`config.mk`:
```
export PLATFORM = sky130hd
export DESIGN_NAME = pe64_grant_seq_flat
export DESIGN_NICKNAME = d
export VERILOG_FILES = /design/src/rtl/pe_svc_pkg.sv /design/src/rtl/pe64_grant_seq_if.sv /design/src/rtl/onehot2bin64.sv /design/src/rtl/pe64_grant_seq.sv /design/src/flat_wrapper.sv
export SDC_FILE = /design/constraint.sdc
export NUM_CORES = 1
export LEC_CHECK = 0
export BUFFER_PORTS_ARGS = -buffer_cell sky130_fd_sc_hd__buf_2
export CORE_UTILIZATION = 40
export CTS_CLUSTER_SIZE = 14
export DETAILED_ROUTE_END_ITERATION = 12
export PLACE_DENSITY = 0.71
export SYNTH_ARGS = -nofsm -noshare
export SYNTH_HDL_FRONTEND = slang
export SYNTH_SLANG_ARGS = --single-unit
export TNS_END_PERCENT = 20
```
`constraint.sdc`:
```
create_clock -name clk -period 3.7 [get_ports clk]
set_clock_uncertainty 0.2 [all_clocks]
set_input_delay 0.555 -clock clk [delete_from_list [all_inputs] [get_ports clk]]
set_output_delay 0.555 -clock clk [all_outputs]
set_load 0.02 [all_outputs]
```
`src/rtl/pe_svc_pkg.sv`:
```
// Shared types and sizes for the 64-requester priority-encoder grant sequencer.
package pe_svc_pkg;

  localparam int unsigned N_REQ = 64;
  localparam int unsigned IDX_W = 6;
  localparam int unsigned CNT_W = 3;

  typedef enum logic [1:0] {
    IDLE,
    SETTLE,
    ISSUE
  } state_t;

  // True when exactly one bit of v is set.
  function automatic logic is_single(input logic [N_REQ-1:0] v);
    return (v != '0) && ((v & (v - N_REQ'(1))) == '0);
  endfunction

endpackage

```
`src/rtl/pe64_grant_seq_if.sv`:
```
// Load and grant handshakes of the grant sequencer.
interface pe64_grant_seq_if;

  logic                              load_valid;
  logic                              load_ready;
  logic [pe_svc_pkg::N_REQ-1:0]      load_vec;
  logic                              grant_valid;
  logic                              grant_ready;
  logic [pe_svc_pkg::IDX_W-1:0]      grant_idx;
  logic                              grant_last;

  modport slave (
    input  load_valid, load_vec, grant_ready,
    output load_ready, grant_valid, grant_idx, grant_last
  );

  modport master (
    output load_valid, load_vec, grant_ready,
    input  load_ready, grant_valid, grant_idx, grant_last
  );

endinterface

```
`src/rtl/onehot2bin64.sv`:
```
// Combinational one-hot to binary converter with zero and multi-hot detection.
module onehot2bin64
  import pe_svc_pkg::*;
(
  input  logic [N_REQ-1:0] onehot,
  output logic [IDX_W-1:0] idx,
  output logic             zero,
  output logic             multi
);

  // OR of set-bit positions; only meaningful when the input is truly one-hot.
  always_comb begin
    idx = '0;
    for (int i = 0; i < N_REQ; i++) begin
      if (onehot[i]) idx = idx | IDX_W'(i);
    end
  end

  assign zero  = (onehot == '0);
  assign multi = ((onehot & (onehot - N_REQ'(1))) != '0);

endmodule

```
`src/rtl/pe64_grant_seq.sv`:
```
// Sequences grants for a 64-bit request vector through an external priority
// encoder with PE_LAT cycles of settle latency.
module pe64_grant_seq
  import pe_svc_pkg::*;
#(
  parameter int unsigned PE_LAT = 1
) (
  input  logic              clk,
  input  logic              rst_n,
  pe64_grant_seq_if.slave   bus,
  output logic [N_REQ-1:0]  pe_req,
  input  logic [N_REQ-1:0]  pe_onehot,
  output logic              busy,
  output logic              err_onehot
);

  state_t                 state;
  logic [CNT_W-1:0]       cnt;
  logic [IDX_W-1:0]       enc_idx;
  logic                   enc_zero;
  logic                   enc_multi;
  logic                   enc_bad;
  logic [N_REQ-1:0]       clr_mask;
  logic [N_REQ-1:0]       pend_clr;

  onehot2bin64 u_conv (
    .onehot (pe_onehot),
    .idx    (enc_idx),
    .zero   (enc_zero),
    .multi  (enc_multi)
  );

  // The encoder answer must name exactly one still-pending requester.
  assign enc_bad = enc_zero | enc_multi | ((pe_onehot & ~pe_req) != '0);

  always_comb begin
    clr_mask = '0;
    clr_mask[bus.grant_idx] = 1'b1;
  end

  assign pend_clr = pe_req & ~clr_mask;

  always_ff @(posedge clk or negedge rst_n) begin
    if (!rst_n) begin
      state           <= IDLE;
      pe_req          <= '0;
      cnt             <= '0;
      bus.grant_idx   <= '0;
      err_onehot      <= 1'b0;
      bus.load_ready  <= 1'b1;
      busy            <= 1'b0;
      bus.grant_valid <= 1'b0;
      bus.grant_last  <= 1'b0;
    end else begin
      case (state)
        IDLE: begin
          // An all-zero vector is accepted and dropped without leaving IDLE.
          if (bus.load_valid && (bus.load_vec != '0)) begin
            pe_req         <= bus.load_vec;
            cnt            <= CNT_W'(PE_LAT);
            state          <= SETTLE;
            bus.load_ready <= 1'b0;
            busy           <= 1'b1;
            bus.grant_last <= is_single(bus.load_vec);
          end
        end
        SETTLE: begin
          if (cnt <= CNT_W'(1)) begin
            cnt <= '0;
            if (enc_bad) begin
              err_onehot     <= 1'b1;
              pe_req         <= '0;
              state          <= IDLE;
              bus.load_ready <= 1'b1;
              busy           <= 1'b0;
              bus.grant_last <= 1'b0;
            end else begin
              bus.grant_idx   <= enc_idx;
              bus.grant_valid <= 1'b1;
              state           <= ISSUE;
            end
          end else begin
            cnt <= cnt - CNT_W'(1);
          end
        end
        ISSUE: begin
          if (bus.grant_ready) begin
            bus.grant_valid <= 1'b0;
            pe_req          <= pend_clr;
            bus.grant_last  <= is_single(pend_clr);
            if (pend_clr == '0) begin
              state          <= IDLE;
              bus.load_ready <= 1'b1;
              busy           <= 1'b0;
            end else begin
              state <= SETTLE;
              cnt   <= CNT_W'(PE_LAT);
            end
          end
        end
        default: begin
          state           <= IDLE;
          pe_req          <= '0;
          bus.load_ready  <= 1'b1;
          busy            <= 1'b0;
          bus.grant_valid <= 1'b0;
          bus.grant_last  <= 1'b0;
        end
      endcase
    end
  end

endmodule

```
`src/flat_wrapper.sv`:
```
// flat-port wrapper written by rule: the top's interface ports become plain ports
module pe64_grant_seq_flat import pe_svc_pkg::*;
#(
  parameter int unsigned PE_LAT = 1
)
  (clk, rst_n, pe_req, pe_onehot, busy, err_onehot, bus_load_valid, bus_load_vec, bus_grant_ready, bus_load_ready, bus_grant_valid, bus_grant_idx, bus_grant_last);
  pe64_grant_seq_if bus_i ();
  input  logic clk;
  input  logic rst_n;
  output logic [N_REQ-1:0] pe_req;
  input  logic [N_REQ-1:0] pe_onehot;
  output logic busy;
  output logic err_onehot;
  input wire logic [$bits(bus_i.load_valid)-1:0] bus_load_valid;
  input wire logic [$bits(bus_i.load_vec)-1:0] bus_load_vec;
  input wire logic [$bits(bus_i.grant_ready)-1:0] bus_grant_ready;
  output wire logic [$bits(bus_i.load_ready)-1:0] bus_load_ready;
  output wire logic [$bits(bus_i.grant_valid)-1:0] bus_grant_valid;
  output wire logic [$bits(bus_i.grant_idx)-1:0] bus_grant_idx;
  output wire logic [$bits(bus_i.grant_last)-1:0] bus_grant_last;
  assign bus_i.load_valid = bus_load_valid;
  assign bus_i.load_vec = bus_load_vec;
  assign bus_i.grant_ready = bus_grant_ready;
  assign bus_load_ready = bus_i.load_ready;
  assign bus_grant_valid = bus_i.grant_valid;
  assign bus_grant_idx = bus_i.grant_idx;
  assign bus_grant_last = bus_i.grant_last;
  pe64_grant_seq #(.PE_LAT(PE_LAT)) u_core (.clk(clk), .rst_n(rst_n), .bus(bus_i), .pe_req(pe_req), .pe_onehot(pe_onehot), .busy(busy), .err_onehot(err_onehot));
endmodule
```
Word level (Yosys, flattened, before mapping)

Cells that the tools add are included.

Shifts and indexed selects: 0
Multipliers: 0
Add/subtract/negate cells: 4
Equality and inequality tests: 9
Reductions and logical operators: 21
Bitwise gates (word level): 10
Magnitude comparators: 3
Div/mod/pow operators: 0
Mux-type cells: 142

Operator list:

| kind                                                              | count |
|---|---|
| two-way mux 64 bit                                                | 9 |
| AND 64 bit                                                        | 5 |
| zero test 64 bit                                                  | 4 |
| nonzero test 64 bit                                               | 4 |
| two-way mux 6 bit                                                 | 37 |
| one-hot mux 64 bit (3 select lines)                               | 1 |
| subtractor 64 x 1 -> 64 bit, second input constant                | 3 |
| NOT 64 bit                                                        | 2 |
| two-way mux 5 bit                                                 | 16 |
| two-way mux 3 bit                                                 | 13 |
| two-way mux 1 bit                                                 | 38 |
| two-way mux 4 bit                                                 | 8 |
| two-way mux 2 bit                                                 | 13 |
| one-hot mux 1 bit (3 select lines)                                | 4 |
| AND reduction 4 bit                                               | 3 |
| one-hot mux 3 bit (3 select lines)                                | 1 |
| AND reduction 3 bit                                               | 3 |
| != test 2 x 1 -> 1 bit, second input constant                     | 4 |
| < comparator 6 x 7 -> 1 bit, second input constant                | 1 |
| demux 1 bit (select 6 bit)                                        | 1 |
| greater-or-equal comparator 6 x 1 -> 1 bit, second input constant | 1 |
| != test 2 bit, second input constant                              | 3 |
| one-hot mux 2 bit (3 select lines)                                | 1 |
| AND reduction 5 bit                                               | 1 |
| 9 further kinds                                                   | 13 |

Latch bits: 0
Bits in read-only memories: 0
Bits of input ports: 132
Memories: 0
Bits in registers: 80
Word-level logic and storage cells: 198
Memory bits (writable): 0

Longest topological paths before layout

Gate-level depths: netlist of run 1.

Word-level depth: 68
Depth in mapped cells: 14
Depth with buffers taken out: 10

Cells and area by module

A second synthesis of run 1 with hierarchy kept.

Cell total of the unflattened synthesis: 1076
Area total of the unflattened synthesis: 7978.9 um^2

By module, submodules not included:

| module         | sequential area each (um^2) | area an instance (um^2) | cells an instance | instances |
|---|---|---|---|---|
| pe64_grant_seq | 2003.2                      | 6781.5                  | 889               | 1 |
| onehot2bin64   | 0.0                         | 1197.4                  | 187               | 1 |

Least setup slack after synthesis of run 1

OpenSTA, ideal clock, no wires.

Path type: input port to flip-flop
From: input pe_onehot[40]
To: register u_core.bus.grant_idx[0]
Path buffers: 2
Cell stages on the path: 12
Path slack: -759 ps
Required time: 3375 ps
Setup time: 125 ps
Data arrival time: 4134 ps
Cells stage by stage: or4_4 > or2_1 > buf_6 > or4_4 > buf_6 > o31ai_4 > a31oi_1 > or3_1 > or4_1 > or3_4 > nor2_8 > mux2_4

Word-level cells in the longest chain between the ends: 7
Elaborated cells between the ends (all ways): 10

RTL lines:

| what                                   | RTL line                | source |
|---|---|---|
| from (decl)                            | flat_wrapper.sv:11      | `input logic [N_REQ-1:0] pe_onehot;` |
| subtractor 64 x 1 -> 64 bit            | onehot2bin64.sv:20      | `assign multi = ((onehot & (onehot - N_REQ'(1))) != '0);` |
| AND 64 bit                             | onehot2bin64.sv:20      |  |
| nonzero test 64 bit                    | onehot2bin64.sv:20      |  |
| OR 1 bit                               | pe64_grant_seq.sv:34    | `assign enc_bad = enc_zero \| enc_multi \| ((pe_onehot & ~pe_req) != '0);` |
| OR 1 bit *                             | pe64_grant_seq.sv:34    |  |
| != test 2 bit (no source line) *       | --                      |  |
| AND reduction 3 bit (no source line) * | --                      |  |
| to (signal assigned)                   | pe64_grant_seq.sv:78    | `bus.grant_idx <= enc_idx;` |
| to (decl)                              | pe64_grant_seq_if.sv:14 | `output load_ready, grant_valid, grant_idx, grant_last` |

Mark *: on every way between the ends. The rest lies on a longest branch, timed or not.
A chain may end at the register's enable or synchronous reset.

Final worst setup path of run 1

From: input pe_onehot[21]
To: register u_core.bus.grant_idx[5]

The elaborated chain is that of the path after synthesis.

==> results_dict.tcl, run 1 <==
set metrics [dict create \
    status "complete, but fails checks" \
    violations "negative setup slack" \
    synth_edf_count 0 \
    cts_buffers 9 \
    clock.fmax_mhz 252 \
    p_leak_nw 6.64 \
    root_buffer "clkbuf_16" \
    layout_common_cells "buf_4 (464), buf_2 (201), nor2_1 (92)" \
    yosysUniqueCellTypes 80 \
    numClockSinks 80 \
    drv_slew 0 \
    yosys.area.top_type "dfrtp_1" \
    worst-path-max-fanout 7 \
    grt_usage_pct 48.0 \
    vias 13500 \
    place.gp.congestion 1.06 \
    startpoint_type "input pin" \
    synth-compound-area-share_pct 33.2 \
    tightest_slew_ps 1130 \
    initial_utilization_pct 41.3 \
    syn-cell-area_sq_mm 0.00844 \
    synth-seq-area-share_pct 23.7 \
    tritoncts "yes" \
    drtAntennaViolNets 0 \
    cts_max_level 3 \
    hp-start "bus_grant_ready" \
    die_h_um 147 \
    critPathCaptureType "flip-flop" \
    dr.first_iter.drc_count 1572 \
    fin_crit_ps 3970 \
    maxCapViolCount 0 \
    ys_seq_elements 80 \
    drive_above_1_share_pct 49.5 \
    vias_per_cell 6.62 \
    r2r_slack_ps -210 \
    synth_top_family_by_area "simple AND/OR/NAND/NOR gates" \
    synth_nets 1241 \
    final_cell_area_sq_mm 0.0147 \
    power.density_mw_per_mm2 585 \
    finalPower_mw 8.59 \
    yosys_most_used_dff "dfrtp_1" \
    required_ps 3740 \
    path_clk_slew_ps 60 \
    hold_class "input pin to flip-flop" \
    synthMuxAreaShare_pct 3.08 \
    synthArstFlopShare_pct 100 \
    ioPinCount 207 \
    peakVddDrop_v 0.000364 \
    synth.top_cell.area_share_pct 23.4 \
    fin_nets 1899 \
    grt_max_degree 38 \
    fp.dieW_um 147 \
    synth_adder_area_share_pct 1.01 \
    drc 0 \
    finalSetupViolCount 67 \
    min_period_over_period_pct 107 \
    rsz0062_at_grt "yes" \
    dieArea_sq_mm 0.0217 \
    hold_viol_final 0 \
    clk_latency_ps 370 \
    wirelength_um 54700 \
    synthTopCellsByArea "dfrtp_1 (23%), o21ai_0 (4.5%), nor2_1 (4.1%), o31ai_1 (3.9%), nor4_1 (3.5%)" \
    rows 52 \
    synth_cells 1107 \
    first_pass_iters 6 \
    r2r_start "u_core.bus.grant_idx[5]$_DFFE_PN0P_" \
    port_buffers 206 \
    grt_pass1_wl_um 76300 \
    core-area_sq_mm 0.0204 \
    place_area_sq_mm 0.0131 \
    synthXorXnorAreaFrac_pct 0 \
    clk_path_buf_depth 2 \
    startpoint "pe_onehot[21]" \
    overflow 0 \
    postSynthAreaPerCell_sq_um 7.62 \
    final_util_pct 71.9 \
    grt_antenna_before_repair 3 \
    syn_to_final_growth_pct 74.0 \
    yosysWarnings 0 \
    wl_per_cell_um 26.8 \
    critPathArrivalTime_ps 4010 \
    finalWorstSetupSlack_ps -271 \
    synth-simple-area-share_pct 34.1 \
    max-slew-margin-rel_pct 25.0 \
    path_class "input pin to flip-flop" \
    dp_hpwl_um 43600 \
    layout_commonest_cell "buf_4" \
    grt_pass1_vias 12200 \
]
==> routing by layer <==
layer | global-route usage (%) | part of all wire [%] | vias to the layer above
li1 | - | - | 5708
met1 | 60.3 | 37 | 6393
met2 | 73.1 | 42 | 1145
met3 | 13.5 | 13 | 255
met4 | 28.4 | 7.2 | 4
met5 | 0 | 0.049 | -
==> logic make-up after synthesis <==
family | after synthesis
AND/OR/NAND/NOR | 511
AO/OA/AOI/OAI | 388
buffers and inverters | 97
flip-flops | 80
multiplexers | 23
adder cells (fa/ha/maj) | 8
==> state kept, by name (all words and copies together) (netlist names) <==
name,cells
u_core.bus.grant_last,1
u_core.bus.grant_idx,6
u_core.bus.load_ready,1
u_core.bus.grant_valid,1
u_core.state,2
u_core.pe_req,64
u_core.cnt,3
u_core.err_onehot,1
u_core.busy,1
==> worst max-delay path: stages <==
cell,delay [ps]
buf_6,90
or4_4,560
buf_6,150
or3_4,330
or3_1,330
maj3_2,340
or3_1,370
or4_1,390
or3_4,380
nor2_8,180
mux2_4,330
==> cells in the mapped netlist, types with 8 or more instances <==
cell	instances
a2111oi_0	12
a21o_1	21
a21oi_1	46
a221o_1	19
a22o_1	26
a31oi_1	10
clkbuf_1	49
dfrtp_1	79
inv_1	34
mux2i_1	14
nand2_1	71
nand2b_1	45
nand3_1	26
nand3b_1	16
nand4_1	28
nor2_1	92
nor2b_1	26
nor3_1	50
nor4_1	47
o2111ai_1	21
o21a_1	17
o21ai_0	76
o22ai_1	11
o31a_1	8
o31ai_1	44
o32ai_1	9
o41ai_1	15
or2_2	21
or3_1	19
or4_1	24
==> where the power goes <==
group,internal (mW),switching (mW)
combinational,2.76,3.29
sequential,1.19,0.411
clock,0.483,0.446
==> repair_timing <==
| item | in CTS | in global routing |
|---|---|---|
| hold buffers | 1 | 0 |
| gates resized for setup | 50 | 140 |
| pin swaps | 35 | 41 |
| hold endpoints to repair | 7 | 0 |
| gates cloned | 2 | 0 |
| setup endpoints to repair | 79 | 79 |
| buffers inserted | 8 | 32 |
==> path summary, 6_finish.rpt <==
check	end	cells past startpoint
max	u_core.bus.grant_idx[5]$_DFFE_PN0P_	11
min	u_core.state[1]$_DFFE_PN0P_	2
max reg2reg	u_core.bus.grant_last$_DFFE_PN0P_	13
min reg2reg	u_core.bus.grant_valid$_DFFE_PN0P_	1
max in group asynchronous	u_core.pe_req[18]$_DFFE_PN0P_	3
min in group asynchronous	u_core.pe_req[21]$_DFFE_PN0P_	2
==> area by class of cell <==
| class | instances | area (sq um) |
|---|---|---|
| clock inverters | 6 | 51.3 |
| clock buffers | 10 | 239 |
| multi-input cells | 930 | 6770 |
| fillers | 1618 | 5740 |
| inverters | 34 | 128 |
| diodes | 1 | 2.50 |
| flip-flops and latches | 80 | 2010 |
| well taps | 270 | 338 |
| repair buffers | 710 | 5150 |
==> stage by stage <==
stage	setup TNS (ps)	instances	hold slack, ps	worst slack (ps)
floorplan	-18910	1107	59.4	-477
global placement	-50810	1981	256	-877
detailed placement	-48120	1981	261	-761
CTS	-7090	2008	251	-316
global route	-12350	2040	247	-321
finish	-9130	2041	257	-271
(Power assumes the default switching activity.)
==> inputs of run 2 (changes only) <==
--- a/config.mk
+++ b/config.mk
@@ -9,7 +9,8 @@
 export CORE_UTILIZATION = 40
 export CTS_CLUSTER_SIZE = 14
 export DETAILED_ROUTE_END_ITERATION = 12
-export PLACE_DENSITY = 0.71
+export PLACE_DENSITY = 0.69
+export SKIP_CTS_REPAIR_TIMING = 1
 export SYNTH_ARGS = -nofsm -noshare
 export SYNTH_HDL_FRONTEND = slang
 export SYNTH_SLANG_ARGS = --single-unit
==> constraint.sdc (replaced) <==
create_clock -name clk -period 4.6 [get_ports clk]
set_clock_uncertainty 0.2 [all_clocks]
set_input_delay 0.69 -clock clk [delete_from_list [all_inputs] [get_ports clk]]
set_output_delay 0.69 -clock clk [all_outputs]
set_load 0.02 [all_outputs]
==> results_dict.tcl, run 2 (same netlist as run 1, synthesis figures left out) <==
set metrics [dict create \
    initial_utilization_pct 41.3 \
    rows 52 \
    fin_nets 1595 \
    finalSetupViolCount 0 \
    r2r_cells 12 \
    grt_antenna_before_repair 4 \
    startpoint "u_core.bus.grant_idx[2]$_DFFE_PN0P_" \
    hp-start "u_core.err_onehot$_DFFE_PN0P_" \
    first_pass_iters 7 \
    wl_per_cell_um 26.6 \
    peakVddDrop_v 0.000281 \
    holdPathEnd "u_core.err_onehot$_DFFE_PN0P_" \
    drv_slew 0 \
    multiInputGateArea_sq_mm 0.00606 \
    pwr-share-clk_pct 15.4 \
    max-slew-margin-rel_pct 13.8 \
    seqPwrFrac_pct 26.1 \
    cts_max_level 3 \
    largest_reg_flops 64 \
    fin_crit_ps 4420 \
    drc 0 \
    slowest_delay_ps 760 \
    power_switching_mw 2.82 \
    ioPinCount 207 \
    netSwitchingFraction_pct 49.8 \
    clk_path_buf_depth 2 \
    vias_per_cell 6.79 \
    final_cell_area_sq_mm 0.0115 \
    core-area_sq_mm 0.0204 \
    dr.first_iter.drc_count 1483 \
    p_leak_nw 4.91 \
    fp.dieW_um 147 \
    worst-path-max-fanout 13 \
    seqCellArea_sq_mm 0.00200 \
    dieArea_sq_mm 0.0217 \
    grt_pass1_wl_um 67800 \
    drtAntennaViolNets 0 \
    r2r-end "u_core.bus.grant_last$_DFFE_PN0P_" \
    maxCapViolCount 0 \
    required_ps 4680 \
    place_area_sq_mm 0.0111 \
    cts_buffers 9 \
    dp_hpwl_um 36900 \
    critPathCaptureType "flip-flop" \
    r2r_start "u_core.bus.grant_idx[2]$_DFFE_PN0P_" \
    layout_commonest_cell "buf_2" \
    power.density_mw_per_mm2 493 \
    path_class "flip-flop to flip-flop" \
    top_regs "u_core.pe_req x64, u_core.bus.grant_idx x6, u_core.cnt x3" \
    r2r_slack_ps 180 \
    critPathArrivalTime_ps 4500 \
    hold_class "flip-flop to flip-flop" \
    startpoint_type "flip-flop" \
    clk_latency_ps 360 \
    place.gp.congestion 1.06 \
    grt_usage_pct 42.0 \
    path_clk_slew_ps 60 \
    p_int_mw 2.84 \
    tightest_slew_ps 1290 \
    largest-register "u_core.pe_req" \
    hold_viol_final 0 \
    numClockSinks 80 \
    overflow 0 \
    drive_above_1_share_pct 32.3 \
    status "finished clean" \
    min_period_over_period_pct 96.0 \
    min_path_cells 1 \
    root_buffer "clkbuf_16" \
    clock.fmax_mhz 226 \
    grt_pass1_vias 11000 \
    wirelength_um 46300 \
    comb_power_share_pct 58.5 \
    vias 11800 \
    cp_common_cell "buf_4" \
    path_cells "or4b_2 > o21ai_0 > nand3_1 > nor4_2 > buf_4 > nor2_1 > a2111o_1 > or4_1 > nor4_1 > buf_4 > a41oi_1 > o2bb2ai_1" \
    tritoncts "yes" \
    grt_max_degree 81 \
    rsz0062_at_grt "no" \
    critPathSlowestCell "or4b_2" \
    port_buffers 206 \
    final_util_pct 56.2 \
    fill_cells 2035 \
    layout_common_cells "buf_2 (205), buf_4 (195), nor2_1 (92)" \
    die_h_um 147 \
    syn_to_final_growth_pct 36.1 \
]
[run 2: cell types whose count changed in the layout (fill, tap and decap cells not counted), moves of 10 or more]
cell and delta:
nor4_1 +17, o31ai_1 +17, buf_4 -269, nor4_2 -10
o21ai_0 +16, o31ai_2 -11, buf_6 -26
[run 2: worst max path at each step]
stage / endpoint / slack (ps)
floorplan: u_core.bus.grant_idx[0]$_DFFE_PN0P_ / 6
global placement: u_core.bus.grant_last$_DFFE_PN0P_ / -120
detailed placement: u_core.bus.grant_last$_DFFE_PN0P_ / -90
CTS: u_core.bus.grant_last$_DFFE_PN0P_ / 250
global route: u_core.bus.grant_last$_DFFE_PN0P_ / 10
finish: u_core.bus.grant_last$_DFFE_PN0P_ / 180
[run 2: stage by stage]
| step | setup slack (ps) | total power [mW] | cells | setup TNS, ps | hold WS (ps) |
|---|---|---|---|---|---|
| 2_1_floorplan | 6.20 | 3.00 | 1107 | 0 | 194 |
| 3_3_place_gp | -122 | 4.62 | 1720 | -418 | 255 |
| 3_5_place_dp | -85.0 | 4.63 | 1720 | -249 | 261 |
| 4_1_cts | 246 | 5.52 | 1736 | 0 | 278 |
| 5_1_grt | 11.3 | 5.88 | 1736 | 0 | 297 |
| 6_report | 182 | 5.66 | 1738 | 0 | 269 |
[run 2: layer usage]
layer	vias up	global-route usage, %	wire length (um)
met2	951	62.8	19600
met4	4	24.9	3010
li1	5114	-	-
met1	5551	54.2	17900
met3	187	10.9	5820
met5	-	0	31
[run 2: critical path, delay by kind of cell (launching register included)]
family | cells | cell delay [ps]
AO/OA/AOI/OAI | 4 | 1010
AND/OR/NAND/NOR | 6 | 2230
flip-flops | 1 | 520
buffers and inverters | 2 | 380
[run 2: area by class of cell]
cell class	instances	share of cell area (%)
Antenna cell	2	0.0436
Clock buffer	11	2.11
Clock inverter	5	0.904
Inverter	34	1.11
Multi-Input combinational cell	930	52.7
Sequential cell	80	17.4
Tap cell	270	2.94
Timing Repair Buffer	406	22.7
[run 2: power by group through the flow]
stage | combinational, mW | clock [mW] | sequential (mW)
finish | 3.31 | 0.874 | 1.48
global route | 3.51 | 0.897 | 1.48
CTS | 3.21 | 0.873 | 1.44
detailed placement | 3.19 | 0 | 1.44
global placement | 3.18 | 0 | 1.44
floorplan | 1.49 | 0 | 1.51
==> inputs of run 3 (changes only) <==
==> constraint.sdc (replaced) <==
create_clock -name clk -period 5.41 [get_ports clk]
set_clock_uncertainty 0.2 [all_clocks]
set_input_delay 0.8115 -clock clk [delete_from_list [all_inputs] [get_ports clk]]
set_output_delay 0.8115 -clock clk [all_outputs]
set_load 0.02 [all_outputs]
==> results_dict.tcl, run 3 (same netlist as run 1, synthesis figures left out) <==
set metrics [dict create \
    status "finished clean" \
    tritoncts "yes" \
    fin_crit_ps 4840 \
    wl_per_cell_um 28.2 \
    top_regs "u_core.pe_req x64, u_core.bus.grant_idx x6, u_core.cnt x3" \
    drtAntennaViolNets 0 \
    dr.first_iter.drc_count 1397 \
    placed_cells 1582 \
    critPathArrivalTime_ps 4880 \
    min_period_over_period_pct 89.5 \
    peakVddDrop_v 0.000218 \
    r2r_cells 12 \
    critPathCaptureType "flip-flop" \
    port_buffers 206 \
    root_buffer "clkbuf_16" \
    final_util_pct 50.9 \
    ioPinCount 207 \
    startpoint "pe_onehot[14]" \
    drive_above_1_share_pct 25.2 \
    required_ps 5450 \
    numClockSinks 80 \
    grt_max_degree 81 \
    power.density_mw_per_mm2 433 \
    hold_viol_final 0 \
    grt_antenna_before_repair 1 \
    r2r_start "u_core.bus.grant_idx[5]$_DFFE_PN0P_" \
    final_cells 1599 \
    fp.dieW_um 147 \
    drv_slew 0 \
    first_pass_iters 6 \
    wl_met3_um 5340 \
    met2_length_um 19800 \
    max-slew-margin-rel_pct 27.2 \
    highest_layer "met5" \
    overflow 0 \
    drc 0 \
    vias_per_cell 7.03 \
    r2r_slack_ps 660 \
    syn_to_final_growth_pct 23.2 \
    place.gp.congestion 1.06 \
    rsz0062_at_grt "no" \
    tightest_slew_ps 1090 \
    clock.fmax_mhz 207 \
    vias 11200 \
    wirelength_um 45100 \
    multiInputGateArea_sq_mm 0.00604 \
    path_class "input pin to flip-flop" \
    rows 52 \
    maxCapViolCount 0 \
    startpoint_type "input pin" \
    p_leak_nw 4.24 \
    clk_path_buf_depth 2 \
    layout_commonest_cell "buf_2" \
    clk_latency_ps 360 \
    cts_buffers 9 \
    worst-path-max-fanout 7 \
    grt_pass1_wl_um 65000 \
    path_clk_slew_ps 60 \
    dp_hpwl_um 35500 \
    r2r-end "u_core.bus.grant_last$_DFFE_PN0P_" \
    fill_cells 2015 \
    final_cell_area_sq_mm 0.0104 \
    wirelength_met1_um 17600 \
    grt_usage_pct 40.6 \
    core-area_sq_mm 0.0204 \
    largest-register "u_core.pe_req" \
    place_area_sq_mm 0.0100 \
    layout_common_cells "buf_2 (205), nor2_1 (92), dfrtp_1 (79)" \
    finalSetupViolCount 0 \
    grt_pass1_vias 10100 \
    finalSetupTns_ps 0 \
    initial_utilization_pct 41.3 \
    fin_nets 1457 \
    seqCellArea_sq_mm 0.00200 \
    hold_class "flip-flop to flip-flop" \
    setup.worst_path.end "u_core.bus.grant_idx[5]$_DFFE_PN0P_" \
    largest_reg_flops 64 \
    cts_max_level 3 \
    dieArea_sq_mm 0.0217 \
    die_h_um 147 \
]
-- run 3: worst max-delay path: stages --
cell     delay, ps
buf_2          170
nor4_1         660
nand4_1        260
or3_1          480
or3_1          330
maj3_1         400
or3_1          330
or4_1          480
or3_4          420
nor2_8         210
mux2_4         320
-- run 3: worst min-delay path by stage --
| stage | startpoint | slack (ps) | endpoint | cells past startpoint |
|---|---|---|---|---|
| after global routing | u_core.err_onehot$_DFFE_PN0P_ | 290 | u_core.err_onehot$_DFFE_PN0P_ | 1 |
| final | u_core.err_onehot$_DFFE_PN0P_ | 280 | u_core.err_onehot$_DFFE_PN0P_ | 1 |
| after CTS | u_core.err_onehot$_DFFE_PN0P_ | 290 | u_core.err_onehot$_DFFE_PN0P_ | 1 |
| after global placement | u_core.err_onehot$_DFFE_PN0P_ | 260 | u_core.err_onehot$_DFFE_PN0P_ | 1 |
| after floorplan | u_core.cnt[2]$_DFFE_PN0P_ | 270 | u_core.cnt[2]$_DFFE_PN0P_ | 2 |
| after detailed placement | u_core.err_onehot$_DFFE_PN0P_ | 270 | u_core.err_onehot$_DFFE_PN0P_ | 1 |
-- run 3: metal layers --
metal,up-vias,GRT usage [%]
li1,4836,-
met1,5400,53.9
met2,858,62.2
met3,141,8.70
met4,2,20.2
met5,-,0
-- run 3: layout make-up --
class	count	share of cell area, %
Antenna cell	1	0.0241
Timing Repair Buffer	268	14.8
Clock buffer	10	2.30
Clock inverter	6	1.11
Inverter	34	1.23
Multi-Input combinational cell	930	58.1
Tap cell	270	3.25
Sequential cell	80	19.3
-- run 3: power breakdown --
group	switching [mW]	internal [mW]
Clock	0.276	0.466
Sequential	0.527	0.810
Combinational	1.51	0.918
-- run 3: metrics by stage --
step | total power [mW] | setup WS [ps] | hold slack, ps
after floorplan | 2.55 | 695 | 275
after global routing | 4.68 | 400 | 287
after detailed placement | 3.67 | 352 | 268
final | 4.51 | 568 | 277
after CTS | 4.41 | 696 | 286
after global placement | 3.66 | 301 | 265
